[src/rtl/concat_load_ctrl.sv]
// rtl/concat_load_ctrl.sv - Concatenator buffer load sequencer
// Clears the buffer, streams bytes in, zero-pads to a 64-byte boundary and hands the block off.
module concat_load_ctrl #(
   parameter  int DATA_SIZE    = 8,
   parameter  int NUM_MATRICES = 20,
   localparam int NO_REG       = 64 * NUM_MATRICES,
   localparam int AW           = $clog2(NO_REG),
   localparam int LW           = $clog2(NO_REG + 1)
) (
   input  logic                 clk,
   input  logic                 rst,
   input  logic [DATA_SIZE-1:0] in_data,
   input  logic                 in_valid,
   input  logic                 in_last,
   output logic                 in_ready,
   output logic [DATA_SIZE-1:0] cat_data,
   output logic                 cat_we,
   output logic [AW-1:0]        cat_addr,
   output logic                 cat_clr,
   input  logic                 cat_full,
   output logic                 blk_valid,
   output logic [LW-1:0]        blk_len,
   input  logic                 blk_ready,
   output logic [15:0]          blk_count,
   output logic                 err
);

   typedef enum logic [2:0] {
      S_CLEAR,
      S_FILL,
      S_PAD,
      S_FLUSH,
      S_HANDOFF
   } state_t;

   state_t               state, state_nx;
   logic [LW-1:0]        count, count_nx, count_inc;
   logic                 wr_en;
   logic [DATA_SIZE-1:0] wr_data;
   logic                 len_ld;

   assign count_inc = count + LW'(1);

   assign in_ready  = (state == S_FILL);
   assign cat_clr   = (state == S_CLEAR);
   assign blk_valid = (state == S_HANDOFF);

   always_comb begin
      state_nx = state;
      count_nx = count;
      wr_en    = 1'b0;
      wr_data  = '0;
      len_ld   = 1'b0;
      case (state)
         S_CLEAR: begin
            count_nx = '0;
            state_nx = S_FILL;
         end
         S_FILL: begin
            if (in_valid) begin
               wr_en    = 1'b1;
               wr_data  = in_data;
               len_ld   = 1'b1;
               count_nx = count_inc;
               // A full buffer ends the block even without in_last.
               if (count_inc == LW'(NO_REG))
                  state_nx = S_FLUSH;
               else if (in_last)
                  state_nx = (count_inc[5:0] != 6'd0) ? S_PAD : S_FLUSH;
            end
         end
         S_PAD: begin
            wr_en    = 1'b1;
            count_nx = count_inc;
            if (count_inc[5:0] == 6'd0)
               state_nx = S_FLUSH;
         end
         S_FLUSH: begin
            state_nx = S_HANDOFF;
         end
         S_HANDOFF: begin
            if (blk_ready)
               state_nx = S_CLEAR;
         end
         default: state_nx = S_CLEAR;
      endcase
   end

   always_ff @(posedge clk or posedge rst) begin
      if (rst) begin
         state     <= S_CLEAR;
         count     <= '0;
         cat_we    <= 1'b0;
         cat_data  <= '0;
         cat_addr  <= '0;
         blk_len   <= '0;
         blk_count <= '0;
         err       <= 1'b0;
      end else begin
         state  <= state_nx;
         count  <= count_nx;
         cat_we <= wr_en;
         if (wr_en) begin
            cat_data <= wr_data;
            cat_addr <= count[AW-1:0];
         end
         if (len_ld)
            blk_len <= count_inc;
         if (state == S_HANDOFF && blk_ready)
            blk_count <= blk_count + 16'd1;
         if (cat_full && (state == S_FILL || state == S_PAD))
            err <= 1'b1;
      end
   end

endmodule

[config.mk]
export PLATFORM = sky130hd
export DESIGN_NAME = concat_load_ctrl
export DESIGN_NICKNAME = d
export VERILOG_FILES = /design/src/rtl/concat_load_ctrl.sv
export SDC_FILE = /design/constraint.sdc
export NUM_CORES = 1
export LEC_CHECK = 0
export ABC_AREA = 1
export CAP_MARGIN = 30
export CORE_MARGIN = 10
export CORE_UTILIZATION = 50
export DETAILED_ROUTE_END_ITERATION = 10
export PLACE_DENSITY = 0.87
export SLEW_MARGIN = 20
export SYNTH_ARGS = -nofsm -noshare
export SYNTH_HDL_FRONTEND = slang
export SYNTH_SLANG_ARGS = --single-unit
[constraint.sdc]
create_clock -name clk -period 2 [get_ports clk]
set_input_delay 0.3 -clock clk [delete_from_list [all_inputs] [get_ports clk]]
set_output_delay 0.3 -clock clk [all_outputs]
set_load 0.005 [all_outputs]
### After elaboration in Yosys (flattened, before gate mapping)

Index checks and enable logic that the tools add are counted.

* add/subtract/negate cells: 2
* eq/ne operators: 9
* multiplexer cells: 14
* reductions and logical operators: 9

Operator list (count)
* $pmux W11 S3: 1
* $add A16 B1 Y16 const B: 1
* $mux W8: 2
* $mux W3: 5
* $pmux W3 S5: 1
* $add A11 B1 Y11 const B: 1
* $eq A11 B11 Y1 const B: 1
* $mux W11: 1
* $eq A3 B2 Y1 const B: 2
* $logic_not A6 Y1: 1
* $reduce_bool A6 Y1: 1
* $ne A2 B2 Y1 const B: 2
* $reduce_and A4 Y1: 1
* $eq A3 B1 Y1 const B: 1
* $eq A3 B3 Y1 const B: 1
* $logic_not A3 Y1: 1
* $mux W1: 3
* $ne A3 B2 Y1 const B: 1
* $reduce_bool A3 Y1: 1
* $logic_and A1 B1 Y1: 2
* $ne A2 B1 Y1 const B: 1
* $pmux W1 S2: 1
* $reduce_and A2 Y1: 1
* $logic_or A1 B1 Y1: 1

* register bits: 62
* bits of input ports: 14

### Longest topological paths before layout

Gate-level depths: netlist of run 1.

* word-level depth: 7
* depth in mapped cells: 12
* gate-level depth less buffers: 12

### Worst setup path before layout of run 1

No wires, ideal clock.

* kind: reg-to-reg
* start: reg count[0]
* end: reg state[0]
* setup time: 0.119 ns
* arrival: 1.378 ns
* data required time: 1.881 ns
* slack: 0.503 ns
* stages on the path, launching flop included: 12
* clock period less this slack: 1.497 ns
* cells stage by stage: dfrtp_1 ha_1 nand2_2 nor2_4 nand2_1 nand2_1 nor2_1 nand2_1 nor2_1 nand2_1 a21oi_1 nand2_1

* word-level cells in the longest chain between the ends: 7
* elaborated cells between the ends (all ways): 12

Ends and longest elaborated chain
* from (decl): RTL line 37 `logic [LW-1:0] count, count_nx, count_inc;`
* from (signal assigned): RTL line 101 `count <= count_nx;`
* $add A11 B1 Y11 (*): RTL line 42 `assign count_inc = count + LW'(1);`
* $reduce_bool A6 Y1: RTL line 69 `state_nx = (count_inc[5:0] != 6'd0) ? S_PAD : S_FLUSH;`
* $mux W1: RTL line 69
* $mux W3: RTL line 68 `else if (in_last)`
* $mux W3: RTL line 66 `if (count_inc == LW'(NO_REG))`
* $mux W3: RTL line 60 `if (in_valid) begin`
* $pmux W3 S5: RTL line 54 `case (state)`
* to (signal assigned): RTL line 100 `state <= state_nx;`
* to (decl): RTL line 36 `state_t state, state_nx;`

Mark *: on every way between the ends. The rest lies on a longest branch, timed or not. The select of a mux whose other input is x is not followed.
A chain may end at the register's enable or synchronous reset.

### Worst setup path in the final report of run 1

* start: reg state[0]
* end: out cat_clr

* word-level cells in the longest chain between the ends: 1

Ends and longest elaborated chain
* $logic_not A3 Y1: RTL line 45 `assign cat_clr = (state == S_CLEAR);`
* to (decl): RTL line 19 `output logic cat_clr,`

Every way passes these cells.

==> results of run 1 <==
cell usage in the layout (no fill, tap or decap), types with 10 or more instances in the layout:
| cell type | synthesis | layout |
|---|---|---|
| clkdlybuf4s50_1 | 0 | 64 |
| nor2_1 | 21 | 20 |
| clkbuf_8 | 0 | 11 |
| nand2_1 | 65 | 65 |
| dfrtp_1 | 62 | 60 |
| o21ai_0 | 24 | 24 |
| o22ai_1 | 10 | 10 |
| inv_1 | 32 | 31 |
| nand3_1 | 11 | 11 |
power groups by stage:
stage	Sequential [mW]	Combinational, mW	Clock, mW
after floorplan	1.67	0.674	0
after global placement	1.67	1.27	0
after detailed placement	1.68	1.30	0
after CTS	1.66	1.31	0.966
after global routing	1.71	1.45	1.02
final	1.68	1.30	0.938
repair_timing:
item,CTS,global route
hold buffers,0,0
setup endpoints to repair,1,1
buffers inserted,0,0
gates resized for setup,1,4
pin swaps,0,0
kinds of logic after synthesis:
logic type	Yosys count	synth area share (%)
buffers and inverters	41	5.856
xor gates and xnor gates	15	4.730
and+or+nand+nor	123	21.85
AOI/OAI and AO/OA	50	10.81
DFF	62	55.86
adders and majority gates	2	0.9008
worst max-delay path by stage:
stage | start | endpoint | cells past startpoint
6_report | state[0] | cat_clr | 4
5_1_grt | state[0] | cat_clr | 4
4_1_cts | state[1] | in_ready | 4
3_5_place_dp | in_valid | cat_addr[1] | 7
3_3_place_gp | in_valid | cat_addr[2] | 7
2_1_floorplan | rst | blk_count[0] | 1
metal layers:
layer | up-vias | part of all wire, % | track usage, %
li1 | 1091 | - | -
met1 | 1032 | 42 | 17.63
met2 | 58 | 49 | 23.05
met3 | 8 | 6.8 | 4.837
met4 | 0 | 1.6 | 6.484
met5 | - | 0 | 0
layout make-up:
type                       count  share of cell area [%]
tap                           72                   2.435
timing repair buffer          68                   18.46
sequential                    62                   42.00
inverter                      34                   3.483
clock buffer                  14                   4.396
multi-input combinational    190                   29.08
clock inverter                 1                  0.1353
critical path, delay by kind of cell, from the launching register on:
| kind | cells | cell delay, ns |
|---|---|---|
| buffers and inverters | 2 | 0.60 |
| DFF | 1 | 0.46 |
| and+or+nand+nor | 2 | 0.23 |
metrics by stage:
step                setup WS [ns]  hold WS [ns]  instance area, µm²  utilization, %
floorplan                  0.1586        0.4206                2778               -
global placement           0.3334        0.4409                3517           64.67
detailed placement         0.2655        0.4637                3517           64.67
CTS                       0.02492        0.3592                3687           67.79
global route              0.01273        0.3716                3700           68.02
finish                    0.08325        0.3527                3700           68.02
state kept, by name, summed over array words and instances, names as in the netlist:
signal and cells:
state 3, count 11, err 1, blk_count 16, blk_len 11, cat_we 1
cat_data 8, cat_addr 11
==> results.tsv, run 1 <==
stage	metric	value	unit
cts	H-tree levels	3	
timing	final setup violation count	0	
run_status	status	complete, no violations	
global_route	first-pass GRT wire length	10.53	mm
yosys	Ys Warns	0	
flow_run	Max Cap Viol	0	
floorplanning	DIE WIDTH	94.54	µm
routing	1st-pass router iterations	4	
placed_design	IO buf count	64	
power_and_ir_drop	sequential share of power	42.8	%
routing	antenna viol nets, final	0	
cts	Worst-path clk slew	0.06	ns
yosys	sequential share of the synthesized area	55.86	%
setup_path	R2R Path Start	count[0]	
timing	RSZ-0062 raised after global routing	no	
power_and_ir_drop	Sw Share	32.58	%
cts	CTS tree	done	
power_and_ir_drop	Comb power frac	33.3	%
power_and_ir_drop	Power Density	1059	nW/µm²
setup_path	startpoint types	flop	
setup_path	R2R setup slack	0.27	ns
finish	Syn-to-layout area delta	33.20	%
timing	Slew headroom	78.87	%
timing	Tcrit/Tclk final	95.84	%
setup_path	CP Cell Sequence	nor2_1 -> inv_1 -> nor2_1 -> clkdlybuf4s50_1	
power_and_ir_drop	Clock power frac	23.9	%
routing	final WL	6.205	mm
global_route	largest net degree at the start of global routing	63	
setup_path	crit-path max FO	5	
finish	Storage cell area	1554	µm²
yosys	Yosys cell types	31	
routing	DRC Markers	0	
floorplanning	Die Ht	94.54	µm
cts	CTS root buf	clkbuf_8	
floorplanning	initial core utilization	51.07	%
cts	Skew-Pair Late Insertion Delay	0.33	ns
yosys	top cells by count, synth	nand2_1, dfrtp_1, inv_1	
yosys	Avg Inst Size Synth	9.480	µm²
yosys	Syn Nets	309	
timing	final hold vios	0	
power_and_ir_drop	overall power	3.917	mW
yosys	Synth async-reset ratio	100.0	%
yosys	Synth top area share	55.86	%
floorplanning	Rows	27	
placed_design	DPL Wire Length	4.642	mm
global_route	GRT Overall Usage	14.53	%
timing	Final Max Tran Viols	0	
cts	CTS sink cnt	62	
placed_design	gp weighted congestion	0.8979	
global_route	total gr overflow	0	
setup_path	Slowest-stage cell, CP	clkdlybuf4s50_1	
cts	CTS max path bufs	2	
finish	ANT cells	0	
timing	setup tns final	0	ns
power_and_ir_drop	Max VDD drop	1044	µV
timing	fin crit period	1.917	ns
setup_path	reg2reg path depth	10	
yosys	Area contributors post-synth	dfrtp_1, nand2_1, o21ai_0, inv_1, nor2_1	
setup_path	Worst setup EP type	output pin	
placed_design	Placed Cells incl. Taps	426	
timing	max frequency	0.5217	GHz
yosys	area leader, netlist	dfrtp_1	
yosys	top_reg_cell synth	dfrtp_1	
yosys	count leader, synth	nand2_1	
finish	Final #Nets	381	
setup_path	Crit Reg-Reg Endpoint	state[0]	
yosys	Post-synth EDFFs	0	
yosys	mapped cell area	2778	µm²
finish	Filler Cells Inserted	415	
setup_path	CP dominant cell by count	nor2_1	
setup_path	CP required	1.70	ns
power_and_ir_drop	Internal Power	2.641	mW
timing	worst clock skew	0.007538	ns
routing	DR iter-0 viols	140	
floorplanning	core footprint	5439	µm²
finish	Non-Filler Instances	441	
finish	layout cells sized above 1	11.11	%
global_route	initial antenna violation count	0	
hold_path	Hold WC Path Type	in2async	
floorplanning	io pins	65	
setup_path	Largest stage delay, worst path	0.51	ns
power_and_ir_drop	Pleak	1.703	nW
setup_path	crit path DAT	1.62	ns
timing	Worst Tran Pin Value	0.3169	ns
cts	TritonCTS Buffers	9	
yosys	cells after synthesis	293	
global_route	vias in the first global route	2239	
routing	total number of vias	2189	
power_and_ir_drop	Net Switching	1.276	mW
floorplanning	Die ar.	8937	µm²
finish	Multi-input gate area	1076	µm²
routing	routed vias/inst	4.964	
routing	WL/cell	14.07	µm
yosys	Seq cells post-synth	62	
setup_path	CP Class	reg2out	
No activity file was read; power rests on OpenSTA's default activity.
==> run 2: changes to the inputs <==
--- a/config.mk
+++ b/config.mk
@@ -6,7 +6,7 @@
 export NUM_CORES = 1
 export LEC_CHECK = 0
 export ABC_AREA = 1
-export CAP_MARGIN = 30
+export CAP_MARGIN = 20
 export CORE_MARGIN = 10
 export CORE_UTILIZATION = 50
 export DETAILED_ROUTE_END_ITERATION = 10
==> results of run 2 <==
Same layout as run 1: the final DEF is identical, and so are final timing and power.
